[config.mk]
export PLATFORM = sky130hd
export DESIGN_NAME = rr_pkt_stream_arbiter
export DESIGN_NICKNAME = d
export VERILOG_FILES = /design/src/rtl/rr_pkt_stream_arbiter.sv
export SDC_FILE = /design/constraint.sdc
export NUM_CORES = 1
export LEC_CHECK = 0
export ABC_AREA = 1
export ABC_CLOCK_PERIOD_IN_PS = 1970
export BUFFER_PORTS_ARGS = -buffer_cell sky130_fd_sc_hd__buf_2
export CAP_MARGIN = 10
export CORE_AREA = 4 4 507 509
export CTS_BUF_LIST = sky130_fd_sc_hd__clkbuf_4 sky130_fd_sc_hd__clkbuf_8
export DETAILED_ROUTE_END_ITERATION = 7
export DIE_AREA = 0 0 511 513
export PLACE_DENSITY = 0.3
export SLEW_MARGIN = 20
export SYNTH_ARGS = -nofsm -noshare
export SYNTH_HDL_FRONTEND = slang
export SYNTH_SLANG_ARGS = --single-unit
[constraint.sdc]
create_clock -name AXI_ACLK -period 1.97 [get_ports AXI_ACLK]
set_clock_uncertainty 0.2 [all_clocks]
set_input_delay 0.2955 -clock AXI_ACLK [delete_from_list [all_inputs] [get_ports AXI_ACLK]]
set_output_delay 0.2955 -clock AXI_ACLK [all_outputs]
set_load 0.01 [all_outputs]
[src/rtl/rr_pkt_stream_arbiter.sv]
// rr_pkt_stream_arbiter
//   Packet-granular round-robin arbiter that shares one AXI4-Stream master
//   between two AXI4-Stream slave requesters. A granted packet is forwarded
//   beat-for-beat up to TLAST without interleaving. There is one idle
//   arbitration cycle before each packet. Per-port completed-packet counters
//   are exported for the register block.
//
// Ports
//   AXI_ACLK, AXI_RESETN          clock, asynchronous active-low reset
//   S0_AXIS_*                     requester 0 stream (TDATA/TSTRB/TUSER/TVALID/TLAST in, TREADY out)
//   S1_AXIS_*                     requester 1 stream
//   M_AXIS_*                      shared datapath stream (TREADY in, the rest out)
//   pkt_count_0, pkt_count_1      packets completed from S0 / S1 (wrap silently)
//   busy                          high while a packet is in flight
module rr_pkt_stream_arbiter #(
    parameter int C_M_AXIS_DATA_WIDTH  = 256,
    parameter int C_S_AXIS_DATA_WIDTH  = 256,
    parameter int C_M_AXIS_TUSER_WIDTH = 128,
    parameter int C_S_AXIS_TUSER_WIDTH = 128,
    parameter int C_S_AXI_DATA_WIDTH   = 32
) (
    input  logic                              AXI_ACLK,
    input  logic                              AXI_RESETN,

    input  logic [C_S_AXIS_DATA_WIDTH-1:0]    S0_AXIS_TDATA,
    input  logic [C_S_AXIS_DATA_WIDTH/8-1:0]  S0_AXIS_TSTRB,
    input  logic [C_S_AXIS_TUSER_WIDTH-1:0]   S0_AXIS_TUSER,
    input  logic                              S0_AXIS_TVALID,
    input  logic                              S0_AXIS_TLAST,
    output logic                              S0_AXIS_TREADY,

    input  logic [C_S_AXIS_DATA_WIDTH-1:0]    S1_AXIS_TDATA,
    input  logic [C_S_AXIS_DATA_WIDTH/8-1:0]  S1_AXIS_TSTRB,
    input  logic [C_S_AXIS_TUSER_WIDTH-1:0]   S1_AXIS_TUSER,
    input  logic                              S1_AXIS_TVALID,
    input  logic                              S1_AXIS_TLAST,
    output logic                              S1_AXIS_TREADY,

    output logic [C_M_AXIS_DATA_WIDTH-1:0]    M_AXIS_TDATA,
    output logic [C_M_AXIS_DATA_WIDTH/8-1:0]  M_AXIS_TSTRB,
    output logic [C_M_AXIS_TUSER_WIDTH-1:0]   M_AXIS_TUSER,
    output logic                              M_AXIS_TVALID,
    output logic                              M_AXIS_TLAST,
    input  logic                              M_AXIS_TREADY,

    output logic [C_S_AXI_DATA_WIDTH-1:0]     pkt_count_0,
    output logic [C_S_AXI_DATA_WIDTH-1:0]     pkt_count_1,
    output logic                              busy
);

    typedef enum logic {
        IDLE = 1'b0,
        SEND = 1'b1
    } state_t;

    state_t state, state_next;
    logic   grant, grant_next;
    logic   last_grant, last_grant_next;

    logic [C_S_AXIS_DATA_WIDTH-1:0]   sel_data;
    logic [C_S_AXIS_DATA_WIDTH/8-1:0] sel_strb;
    logic [C_S_AXIS_TUSER_WIDTH-1:0]  sel_user;
    logic                             sel_valid;
    logic                             sel_last;
    logic                             active;
    logic                             pkt_done;

    // Source selected by the current grant; only meaningful in SEND.
    assign sel_data  = grant ? S1_AXIS_TDATA  : S0_AXIS_TDATA;
    assign sel_strb  = grant ? S1_AXIS_TSTRB  : S0_AXIS_TSTRB;
    assign sel_user  = grant ? S1_AXIS_TUSER  : S0_AXIS_TUSER;
    assign sel_valid = grant ? S1_AXIS_TVALID : S0_AXIS_TVALID;
    assign sel_last  = grant ? S1_AXIS_TLAST  : S0_AXIS_TLAST;

    // Gating with the reset keeps every handshake output low while reset is held.
    assign active   = (state == SEND) && AXI_RESETN;
    assign pkt_done = active && sel_valid && M_AXIS_TREADY && sel_last;

    always_ff @(posedge AXI_ACLK or negedge AXI_RESETN) begin
        if (!AXI_RESETN) begin
            state      <= IDLE;
            grant      <= 1'b0;
            last_grant <= 1'b1;
        end else begin
            state      <= state_next;
            grant      <= grant_next;
            last_grant <= last_grant_next;
        end
    end

    always_ff @(posedge AXI_ACLK or negedge AXI_RESETN) begin
        if (!AXI_RESETN) begin
            pkt_count_0 <= '0;
            pkt_count_1 <= '0;
        end else if (pkt_done) begin
            if (grant) begin
                pkt_count_1 <= pkt_count_1 + 1'b1;
            end else begin
                pkt_count_0 <= pkt_count_0 + 1'b1;
            end
        end
    end

    // A tie goes to the port that did not finish the previous packet.
    always_comb begin
        state_next      = state;
        grant_next      = grant;
        last_grant_next = last_grant;
        case (state)
            IDLE: begin
                if (S0_AXIS_TVALID && S1_AXIS_TVALID) begin
                    grant_next = ~last_grant;
                    state_next = SEND;
                end else if (S0_AXIS_TVALID) begin
                    grant_next = 1'b0;
                    state_next = SEND;
                end else if (S1_AXIS_TVALID) begin
                    grant_next = 1'b1;
                    state_next = SEND;
                end
            end
            SEND: begin
                if (pkt_done) begin
                    last_grant_next = grant;
                    state_next      = IDLE;
                end
            end
            default: state_next = IDLE;
        endcase
    end

    // Master side is a pure combinational pass-through of the granted port.
    always_comb begin
        M_AXIS_TDATA   = '0;
        M_AXIS_TSTRB   = '0;
        M_AXIS_TUSER   = '0;
        M_AXIS_TLAST   = 1'b0;
        M_AXIS_TVALID  = 1'b0;
        S0_AXIS_TREADY = 1'b0;
        S1_AXIS_TREADY = 1'b0;
        busy           = 1'b0;
        if (active) begin
            M_AXIS_TDATA  = sel_data;
            M_AXIS_TSTRB  = sel_strb;
            M_AXIS_TUSER  = sel_user;
            M_AXIS_TLAST  = sel_last;
            M_AXIS_TVALID = sel_valid;
            busy          = 1'b1;
            if (grant) begin
                S1_AXIS_TREADY = M_AXIS_TREADY;
            end else begin
                S0_AXIS_TREADY = M_AXIS_TREADY;
            end
        end
    end

endmodule

==> flow_summary.html, run 1 <==
<table>
<tr><th>Metric</th><th>Value</th></tr>
<tr><th colspan="2">Placed design</th></tr>
<tr><td>Placed Cells incl. Taps</td><td>6784</td></tr>
<tr><td>Detailed placer's ending HPWL</td><td>230.0 mm</td></tr>
<tr><td>RD Place Congestion</td><td>0.9647</td></tr>
<tr><td>Port Buf Inserts</td><td>1323</td></tr>
<tr><td>Cell area after placement</td><td>23050 sq um</td></tr>
<tr><td>DP Worst Slack</td><td>-0.9698 ns</td></tr>
<tr><th colspan="2">Power and ir drop</th></tr>
<tr><td>Switching part of the total power</td><td>56.50%</td></tr>
<tr><td>Clock Power Share</td><td>4.5%</td></tr>
<tr><td>Internal power</td><td>12.63 mW</td></tr>
<tr><td>Logic gate share of total power</td><td>90.0%</td></tr>
<tr><td>Worst-case vdd ir drop</td><td>0.4280 mV</td></tr>
<tr><td>Pleak</td><td>12.68 nW</td></tr>
<tr><td>Tot Pwr</td><td>29.04 mW</td></tr>
<tr><td>Power per unit of standard cell area</td><td>1076 nW/um^2</td></tr>
<tr><td>Switching Power</td><td>16.41 mW</td></tr>
<tr><td>Part of the total power dissipated in sequential elements</td><td>5.5%</td></tr>
<tr><th colspan="2">Setup path</th></tr>
<tr><td>Worst Path Arrival</td><td>2.18 ns</td></tr>
<tr><td>Data required, critical path</td><td>1.47 ns</td></tr>
<tr><td>Critical Path Start Type</td><td>flop</td></tr>
<tr><td>Critical Path Sink Type</td><td>primary output</td></tr>
<tr><td>Critical path peak fanout</td><td>8</td></tr>
<tr><td>Start-to-end type of the worst setup path</td><td>reg -&gt; out</td></tr>
<tr><th colspan="2">Run</th></tr>
<tr><td>Number of violations of the max-capacitance limit</td><td>0</td></tr>
<tr><th colspan="2">Cells and area</th></tr>
<tr><td>Count of non-filler cells in the finished layout</td><td>6949</td></tr>
<tr><td>Share of layout cells above drive strength 1</td><td>56.24%</td></tr>
<tr><td>Area added between synthesis and finish</td><td>173.5%</td></tr>
<tr><td>NumNets Final</td><td>4339</td></tr>
<tr><td>Most frequent cells in the layout</td><td>1189 x sky130_fd_sc_hd__buf_2, 960 x sky130_fd_sc_hd__nand2_1, 244 x sky130_fd_sc_hd__a21oi_1</td></tr>
<tr><td>Non-Filler Cell Area, Final</td><td>26990 sq um</td></tr>
<tr><td>Post-route core utilization</td><td>10.67%</td></tr>
<tr><td>Most frequent standard cell in the layout excluding fill and tap cells</td><td>sky130_fd_sc_hd__buf_2</td></tr>
<tr><th colspan="2">Synth</th></tr>
<tr><td>FF+latch count, synth</td><td>67</td></tr>
<tr><td>Summed instance area of the synthesized netlist</td><td>9868 sq um</td></tr>
<tr><td>Yosys top cell area share</td><td>40.55%</td></tr>
<tr><td>Area share of xor/xnor cells in the synthesized design</td><td>1.154%</td></tr>
<tr><td>Unique cell type count in the Yosys netlist</td><td>24</td></tr>
<tr><td>Synthesized net count</td><td>2817</td></tr>
<tr><td>Adder-Cell Fraction of Synth Area</td><td>0.2536%</td></tr>
<tr><td>Simple-gate portion of the synthesized area</td><td>49.99%</td></tr>
<tr><td>Total of warnings raised by yosys</td><td>0</td></tr>
<tr><td>Complex-gate fraction of the synthesized area</td><td>22.26%</td></tr>
<tr><td>Largest cells by area after synthesis</td><td>sky130_fd_sc_hd__nand2_1 41%, sky130_fd_sc_hd__a21oi_1 21%, sky130_fd_sc_hd__dfrtp_1 17%, sky130_fd_sc_hd__buf_2 4.8%, sky130_fd_sc_hd__nor2_1 3.1%</td></tr>
<tr><td>Seq/Total Area, Yosys</td><td>17.00%</td></tr>
<tr><td>Largest area contributor in the synthesized netlist</td><td>sky130_fd_sc_hd__nand2_1</td></tr>
<tr><td>Average cell area after synthesis</td><td>4.994 sq um</td></tr>
<tr><td>Largest family of logic cells by synthesized area</td><td>simple AND/OR/NAND/NOR gates</td></tr>
<tr><td>Mux contribution to synthesized area</td><td>0%</td></tr>
<tr><td>Synth Instances</td><td>1976</td></tr>
<tr><th colspan="2">Floorplan</th></tr>
<tr><td>Starting Density</td><td>3.900%</td></tr>
<tr><td>Die outline width</td><td>511 um</td></tr>
<tr><td>Number of top-level design ports</td><td>1324</td></tr>
<tr><td>Core outline area</td><td>253000 sq um</td></tr>
<tr><td>Standard-cell row count</td><td>185</td></tr>
<tr><td>Die outline area</td><td>262100 sq um</td></tr>
<tr><td>Die height</td><td>513 um</td></tr>
<tr><th colspan="2">Outcome</th></tr>
<tr><td>Violated checks</td><td>negative setup slack</td></tr>
<tr><td>Outcome</td><td>finished, violations left</td></tr>
<tr><th colspan="2">Routing</th></tr>
<tr><td>Residual antenna-violating net count after detailed routing</td><td>0</td></tr>
<tr><td>Total Routed Length</td><td>250.4 mm</td></tr>
<tr><td>Avg WL per Cell</td><td>36.03 um</td></tr>
<tr><td>Number of vias in the routed layout</td><td>21.70k</td></tr>
<tr><td>Detailed Routing Iterations Pass 1</td><td>5</td></tr>
<tr><td>Via-per-instance ratio</td><td>3.122</td></tr>
<tr><td>Number of remaining DRC errors</td><td>0</td></tr>
<tr><td>Initial DRC count</td><td>1364</td></tr>
<tr><th colspan="2">STA</th></tr>
<tr><td>Unrepaired setup endpoints after global routing</td><td>true</td></tr>
<tr><td>Endpoints failing hold</td><td>0</td></tr>
<tr><td>Maximum clock frequency</td><td>373.5 MHz</td></tr>
<tr><td>Final critical-path required period</td><td>2.678 ns</td></tr>
<tr><td>Final Slew Violations</td><td>0</td></tr>
<tr><td>Setup slack after layout</td><td>-0.7076 ns</td></tr>
<tr><td>Final-report setup violation count</td><td>487</td></tr>
<tr><td>Transition time at the pin with the least slew margin</td><td>0.7702 ns</td></tr>
<tr><td>Headroom to the max-slew limit</td><td>48.65%</td></tr>
<tr><td>Final period util</td><td>135.9%</td></tr>
<tr><th colspan="2">CTS</th></tr>
<tr><td>Number of buffers added by the clock tree synthesis step</td><td>9</td></tr>
<tr><td># clock sinks</td><td>67</td></tr>
<tr><td>H-tree levels</td><td>3</td></tr>
<tr><td>Max Root-Sink Buffers</td><td>2</td></tr>
<tr><td>Clock Latency Late Sink</td><td>0.40 ns</td></tr>
<tr><td>Clock slew seen by the registers of the worst setup and hold paths</td><td>0.09 ns</td></tr>
<tr><td>Clock tree from TritonCTS</td><td>done</td></tr>
<tr><td>Clock Root Buffer</td><td>sky130_fd_sc_hd__clkbuf_8</td></tr>
<tr><th colspan="2">Global route</th></tr>
<tr><td>Sum of overflow across all layers after global routing</td><td>0</td></tr>
<tr><td>Number of global-route vias before repair</td><td>21.56k</td></tr>
<tr><td>Total Routing Usage GR</td><td>18.16%</td></tr>
<tr><td>Pin count of the biggest net entering global routing</td><td>57</td></tr>
<tr><td>Antenna violations before repair</td><td>367</td></tr>
<tr><td>Global-route wire length before repair</td><td>297.1 mm</td></tr>
<tr><th colspan="2">Worst hold path</th></tr>
<tr><td>Class of the most critical hold timing path</td><td>in -&gt; reg</td></tr>
</table>
per-layer routing:
layer  part of all wire (%)  global-route usage, %
met5                   0.53                      0
met4                    2.4                  2.892
met3                     12                  9.204
met2                     44                  29.28
met1                     41                  21.86
flip-flops by register name, summed over array words and instances, names as in the netlist:
name,flops
pkt_count_0,32
last_grant,1
grant,1
state,1
pkt_count_1,32
power groups by stage:
stage,logic [mW],clock network [mW],registers (mW)
2_1_floorplan,7.02,0,1.59
3_3_place_gp,20.7,0,1.60
3_5_place_dp,20.6,0,1.60
4_1_cts,25.3,1.38,1.60
5_1_grt,27.6,1.42,1.62
6_report,26.1,1.31,1.60
worst max-delay path, stage by stage, from the launching register on:
cell,delay (ns)
sky130_fd_sc_hd__dfrtp_4,0.52
sky130_fd_sc_hd__buf_12,0.19
sky130_fd_sc_hd__buf_16,0.16
sky130_fd_sc_hd__buf_16,0.16
sky130_fd_sc_hd__buf_8,0.14
sky130_fd_sc_hd__nand2_4,0.06
sky130_fd_sc_hd__a21oi_4,0.34
sky130_fd_sc_hd__buf_6,0.16
timing repair:
| action | in CTS | in global routing |
|---|---|---|
| endpoints found under the setup margin | 485 | 524 |
| resized for setup | 418 | 237 |
| pin swaps | 45 | 38 |
| hold buffers | 5 | 0 |
| setup buffers | 41 | 14 |
| hold endpoints to repair | 19 | 0 |
| gates cloned | 13 | 3 |
Yosys cell counts (all sizes together):
master,n
nand2,1069
inv,57
o21ai,23
a21oi,416
ha,2
dfstp,1
nor3,9
dfrtp,66
nor2,90
nand3b,26
nand4,18
nor3b,2
xnor2,12
nand3,34
buf,100
xor2,1
clkbuf,50
cell families (layout without fill, tap and decap cells):
logic type	count (synthesis)	in the layout
adder cells (fa/ha/maj)	2	2
AND/OR/NAND/NOR	1248	1248
other	0	80
XOR/XNOR	13	13
AO/OA/AOI/OAI	439	439
flip-flops	67	67
buffers and inverters	207	1734
metrics by stage:
stage | hold WS, ns | setup TNS (ns)
finish | 0.08856 | -248.04
global route | 0.1150 | -300.77
CTS | 0.02506 | -293.87
detailed placement | 0.2403 | -110.78
global placement | 0.2425 | -111.62
floorplan | -0.2001 | 0
worst paths after layout:
check | from | end | slack (ns) | cells after the start
hold / removal | S0_AXIS_TVALID | grant$_DFFE_PN0P_ | 0.09 | 4
hold reg to reg | last_grant$_DFFE_PN1P_ | last_grant$_DFFE_PN1P_ | 0.28 | 2
setup / recovery | grant$_DFFE_PN0P_ | M_AXIS_TDATA[184] | -0.71 | 7
min in group asynchronous | AXI_RESETN | pkt_count_0[7]$_DFFE_PN0P_ | 0.37 | 3
max in group asynchronous | AXI_RESETN | grant$_DFFE_PN0P_ | 0.07 | 4
setup reg to reg | grant$_DFFE_PN0P_ | pkt_count_1[14]$_DFFE_PN0P_ | -0.42 | 13
layout make-up:
cell class,instances,area (sq um)
fillers,30000,226000
multi-input cells,1702,8845
diodes,80,200.2
clock inverters,6,65.06
flip-flops and latches,67,1683
clock buffers,10,137.6
inverters,57,240.2
well taps,3366,4212
repair buffers,1661,11610
Power figures use the tool's default switching activity.
==> inputs of run 2 (changes only) <==
--- a/config.mk
+++ b/config.mk
@@ -6,7 +6,7 @@
 export NUM_CORES = 1
 export LEC_CHECK = 0
 export ABC_AREA = 1
-export ABC_CLOCK_PERIOD_IN_PS = 1970
+export ABC_CLOCK_PERIOD_IN_PS = 2800
 export BUFFER_PORTS_ARGS = -buffer_cell sky130_fd_sc_hd__buf_2
 export CAP_MARGIN = 10
 export CORE_AREA = 4 4 507 509
==> constraint.sdc (replaced) <==
create_clock -name AXI_ACLK -period 2.8 [get_ports AXI_ACLK]
set_clock_uncertainty 0.2 [all_clocks]
set_input_delay 0.42 -clock AXI_ACLK [delete_from_list [all_inputs] [get_ports AXI_ACLK]]
set_output_delay 0.42 -clock AXI_ACLK [all_outputs]
set_load 0.01 [all_outputs]
==> flow_summary.html, run 2 (synthesis gave the netlist of run 1 again) <==
<table>
<tr><th>Metric</th><th>Value</th></tr>
<tr><th colspan="2">Outcome</th></tr>
<tr><td>Outcome</td><td>finished, violations left</td></tr>
<tr><td>Violated checks</td><td>negative setup slack</td></tr>
<tr><th colspan="2">CTS</th></tr>
<tr><td>Clock slew seen by the registers of the worst setup and hold paths</td><td>0.08 ns (about the same)</td></tr>
<tr><td># clock sinks</td><td>67 (unchanged)</td></tr>
<tr><td>Clock tree from TritonCTS</td><td>done</td></tr>
<tr><td>H-tree levels</td><td>3 (unchanged)</td></tr>
<tr><td>Clock Root Buffer</td><td>sky130_fd_sc_hd__clkbuf_8</td></tr>
<tr><td>Max Root-Sink Buffers</td><td>2 (unchanged)</td></tr>
<tr><td>Clock Latency Late Sink</td><td>0.41 ns (about the same)</td></tr>
<tr><td>Number of buffers added by the clock tree synthesis step</td><td>9 (unchanged)</td></tr>
<tr><th colspan="2">Setup path</th></tr>
<tr><td>Worst Path Arrival</td><td>2.18 ns (about the same)</td></tr>
<tr><td>Critical Path Start Type</td><td>flop</td></tr>
<tr><td>Critical Path Sink Type</td><td>primary output</td></tr>
<tr><td>Start-to-end type of the worst setup path</td><td>reg -&gt; out</td></tr>
<tr><td>Critical path peak fanout</td><td>8 (unchanged)</td></tr>
<tr><td>Data required, critical path</td><td>2.18 ns (+0.71 ns)</td></tr>
<tr><th colspan="2">STA</th></tr>
<tr><td>Unrepaired setup endpoints after global routing</td><td>true</td></tr>
<tr><td>Final period util</td><td>100.2%</td></tr>
<tr><td>Setup slack after layout</td><td>-0.004488 ns (+0.7031 ns)</td></tr>
<tr><td>Endpoints failing hold</td><td>0 (unchanged)</td></tr>
<tr><td>Final-report setup violation count</td><td>1 (-99.8%)</td></tr>
<tr><td>Headroom to the max-slew limit</td><td>52.86% (+4.2 points)</td></tr>
<tr><td>Final Slew Violations</td><td>0 (unchanged)</td></tr>
<tr><td>Final critical-path required period</td><td>2.804 ns</td></tr>
<tr><td>Transition time at the pin with the least slew margin</td><td>0.7071 ns (-0.06315 ns)</td></tr>
<tr><td>Worst Hold Slack</td><td>0.09902 ns (+0.01045 ns)</td></tr>
<tr><td>Setup tns final</td><td>-0.004488 ns (+248.03 ns)</td></tr>
<tr><td>Maximum clock frequency</td><td>356.6 MHz</td></tr>
<tr><th colspan="2">Cells and area</th></tr>
<tr><td>Count of non-filler cells in the finished layout</td><td>6748 (-2.9%)</td></tr>
<tr><td>NumNets Final</td><td>4144 (-4.5%)</td></tr>
<tr><td>Regs by FF count</td><td>pkt_count_0 x32, pkt_count_1 x32</td></tr>
<tr><td>Post-route core utilization</td><td>9.780% (-0.89 points)</td></tr>
<tr><td>Area added between synthesis and finish</td><td>150.7%</td></tr>
<tr><td>Share of layout cells above drive strength 1</td><td>51.48% (-4.8 points)</td></tr>
<tr><td>Most frequent cells in the layout</td><td>1187 x sky130_fd_sc_hd__buf_2, 1002 x sky130_fd_sc_hd__nand2_1, 279 x sky130_fd_sc_hd__a21oi_1</td></tr>
<tr><td>Most frequent standard cell in the layout excluding fill and tap cells</td><td>sky130_fd_sc_hd__buf_2</td></tr>
<tr><td>Non-Filler Cell Area, Final</td><td>24740 sq um (-8.3%)</td></tr>
<tr><th colspan="2">Routing</th></tr>
<tr><td>Total Routed Length</td><td>248.6 mm (-0.72%)</td></tr>
<tr><td>Met1 layer wirelength in the final routing</td><td>99.95 mm (-2.5%)</td></tr>
<tr><td>Residual antenna-violating net count after detailed routing</td><td>0 (unchanged)</td></tr>
<tr><td>Routed length on met3</td><td>31.90 mm (+8.0%)</td></tr>
<tr><td>Met2 layer wire length in the routed design</td><td>110.5 mm (-0.38%)</td></tr>
<tr><td>Number of vias in the routed layout</td><td>21.45k (-1.2%)</td></tr>
<tr><td>Initial DRC count</td><td>1524 (+12%)</td></tr>
<tr><td>Number of remaining DRC errors</td><td>0 (unchanged)</td></tr>
<tr><td>Via-per-instance ratio</td><td>3.178 (+1.8%)</td></tr>
<tr><td>Top routing layer used</td><td>met5</td></tr>
<tr><td>Detailed Routing Iterations Pass 1</td><td>6 (+1)</td></tr>
<tr><td>Avg WL per Cell</td><td>36.84 um (+2.2%)</td></tr>
<tr><th colspan="2">Global route</th></tr>
<tr><td>Sum of overflow across all layers after global routing</td><td>0 (unchanged)</td></tr>
<tr><td>Pin count of the biggest net entering global routing</td><td>65 (+14%)</td></tr>
<tr><td>Antenna violations before repair</td><td>390 (+6.3%)</td></tr>
<tr><td>Total Routing Usage GR</td><td>17.99% (-0.17 points)</td></tr>
<tr><td>Global-route wire length before repair</td><td>293.1 mm (-1.3%)</td></tr>
<tr><td>Number of global-route vias before repair</td><td>20.49k (-5.0%)</td></tr>
<tr><th colspan="2">Power and ir drop</th></tr>
<tr><td>Clock Power Share</td><td>5.1% (+0.6 points)</td></tr>
<tr><td>Switching Power</td><td>10.86 mW (-34%)</td></tr>
<tr><td>Tot Pwr</td><td>18.54 mW (-36%)</td></tr>
<tr><td>Part of the total power dissipated in sequential elements</td><td>6.2% (+0.7 points)</td></tr>
<tr><td>Logic gate share of total power</td><td>88.7% (-1.3 points)</td></tr>
<tr><td>Power per unit of standard cell area</td><td>749.3 nW/um^2 (-30%)</td></tr>
<tr><td>Worst-case vdd ir drop</td><td>0.2621 mV (-39%)</td></tr>
<tr><td>Switching part of the total power</td><td>58.60% (+2.1 points)</td></tr>
<tr><td>Pleak</td><td>11.53 nW (-9.0%)</td></tr>
<tr><td>Internal power</td><td>7.676 mW (-39%)</td></tr>
<tr><th colspan="2">Placed design</th></tr>
<tr><td>Detailed placer's ending HPWL</td><td>223.0 mm (-3.0%)</td></tr>
<tr><td>Port Buf Inserts</td><td>1323 (unchanged)</td></tr>
<tr><td>Placed Cells incl. Taps</td><td>6591 (-2.8%)</td></tr>
<tr><td>DP Worst Slack</td><td>-0.2035 ns (+0.7663 ns)</td></tr>
<tr><td>Cell area after placement</td><td>21420 sq um (-7.1%)</td></tr>
<tr><td>RD Place Congestion</td><td>0.9768 (+1.3%)</td></tr>
<tr><th colspan="2">Floorplan</th></tr>
<tr><td>Number of top-level design ports</td><td>1324 (unchanged)</td></tr>
<tr><td>Die outline area</td><td>262100 sq um (unchanged)</td></tr>
<tr><td>Starting Density</td><td>3.900% (unchanged)</td></tr>
<tr><td>Core outline area</td><td>253000 sq um (unchanged)</td></tr>
<tr><td>Die outline width</td><td>511 um (unchanged)</td></tr>
<tr><td>Standard-cell row count</td><td>185 (unchanged)</td></tr>
<tr><td>Die height</td><td>513 um (unchanged)</td></tr>
<tr><th colspan="2">Run</th></tr>
<tr><td>Number of violations of the max-capacitance limit</td><td>0 (unchanged)</td></tr>
<tr><th colspan="2">Worst hold path</th></tr>
<tr><td>Class of the most critical hold timing path</td><td>in -&gt; reg</td></tr>
</table>
[run 2: changes by cell type in the layout (fill, tap and decap cells not counted), sizes merged]
cell         before   now
buf            1650  1449
clkbuf           14    24
clkinv            5     4
diode            80    74
dlygate4sd3       5     1
inv              56    57
[run 2: power by group through the flow]
stage          logic, mW  registers (mW)  clock network [mW]
6_report            16.4            1.15               0.948
5_1_grt             17.4            1.16                1.02
4_1_cts             15.8            1.17               0.986
3_5_place_dp        12.7            1.17                   0
3_3_place_gp        12.7            1.16                   0
2_1_floorplan       4.94            1.12                   0
[run 2: worst paths after layout]
path / cells after the start / slack, ns / from / end
worst max-delay path: 7 / -0.004 / grant$_DFFE_PN0P_ / M_AXIS_TDATA[172]
worst min-delay path: 3 / 0.1 / S1_AXIS_TVALID / state$_DFF_PN0_
worst max register to register: 12 / 0.21 / grant$_DFFE_PN0P_ / pkt_count_0[18]$_DFFE_PN0P_
worst min register to register: 2 / 0.28 / last_grant$_DFFE_PN1P_ / last_grant$_DFFE_PN1P_
max in group asynchronous: 4 / 0.85 / AXI_RESETN / grant$_DFFE_PN0P_
min in group asynchronous: 3 / 0.47 / AXI_RESETN / pkt_count_0[5]$_DFFE_PN0P_
[run 2: area by class of cell]
type                    count  area [sq um]
clock inverters             5         60.06
flip-flops and latches     67          1683
inverters                  57         231.5
well taps                3366          4212
clock buffers              11         151.4
fillers                 30180        228300
diodes                     74         185.2
repair inverters            1         16.27
repair buffers           1465          9818
multi-input cells        1702          8386
[run 2: layer usage]
layer	GRT usage, %	up-vias
met5	0	-
met4	2.164	242
met3	10.07	628
met2	28.98	1642
met1	21.37	9859
li1	-	9076
[run 2: worst max-delay path, cell delays in order, from the launching register on]
cell,delay (ns)
sky130_fd_sc_hd__dfrtp_4,0.59
sky130_fd_sc_hd__inv_16,0.13
sky130_fd_sc_hd__buf_16,0.17
sky130_fd_sc_hd__buf_16,0.16
sky130_fd_sc_hd__buf_12,0.16
sky130_fd_sc_hd__nand2_4,0.06
sky130_fd_sc_hd__a21oi_4,0.28
sky130_fd_sc_hd__buf_6,0.16
[run 2: what timing repair did]
item / CTS / global route
cloned: 15 / 8
endpoints found under the hold margin: 17 / 0
pin swaps: 31 / 36
hold buffers: 1 / 0
resized for setup: 340 / 148
endpoints found under the setup margin: 237 / 197
buffers inserted: 30 / 16
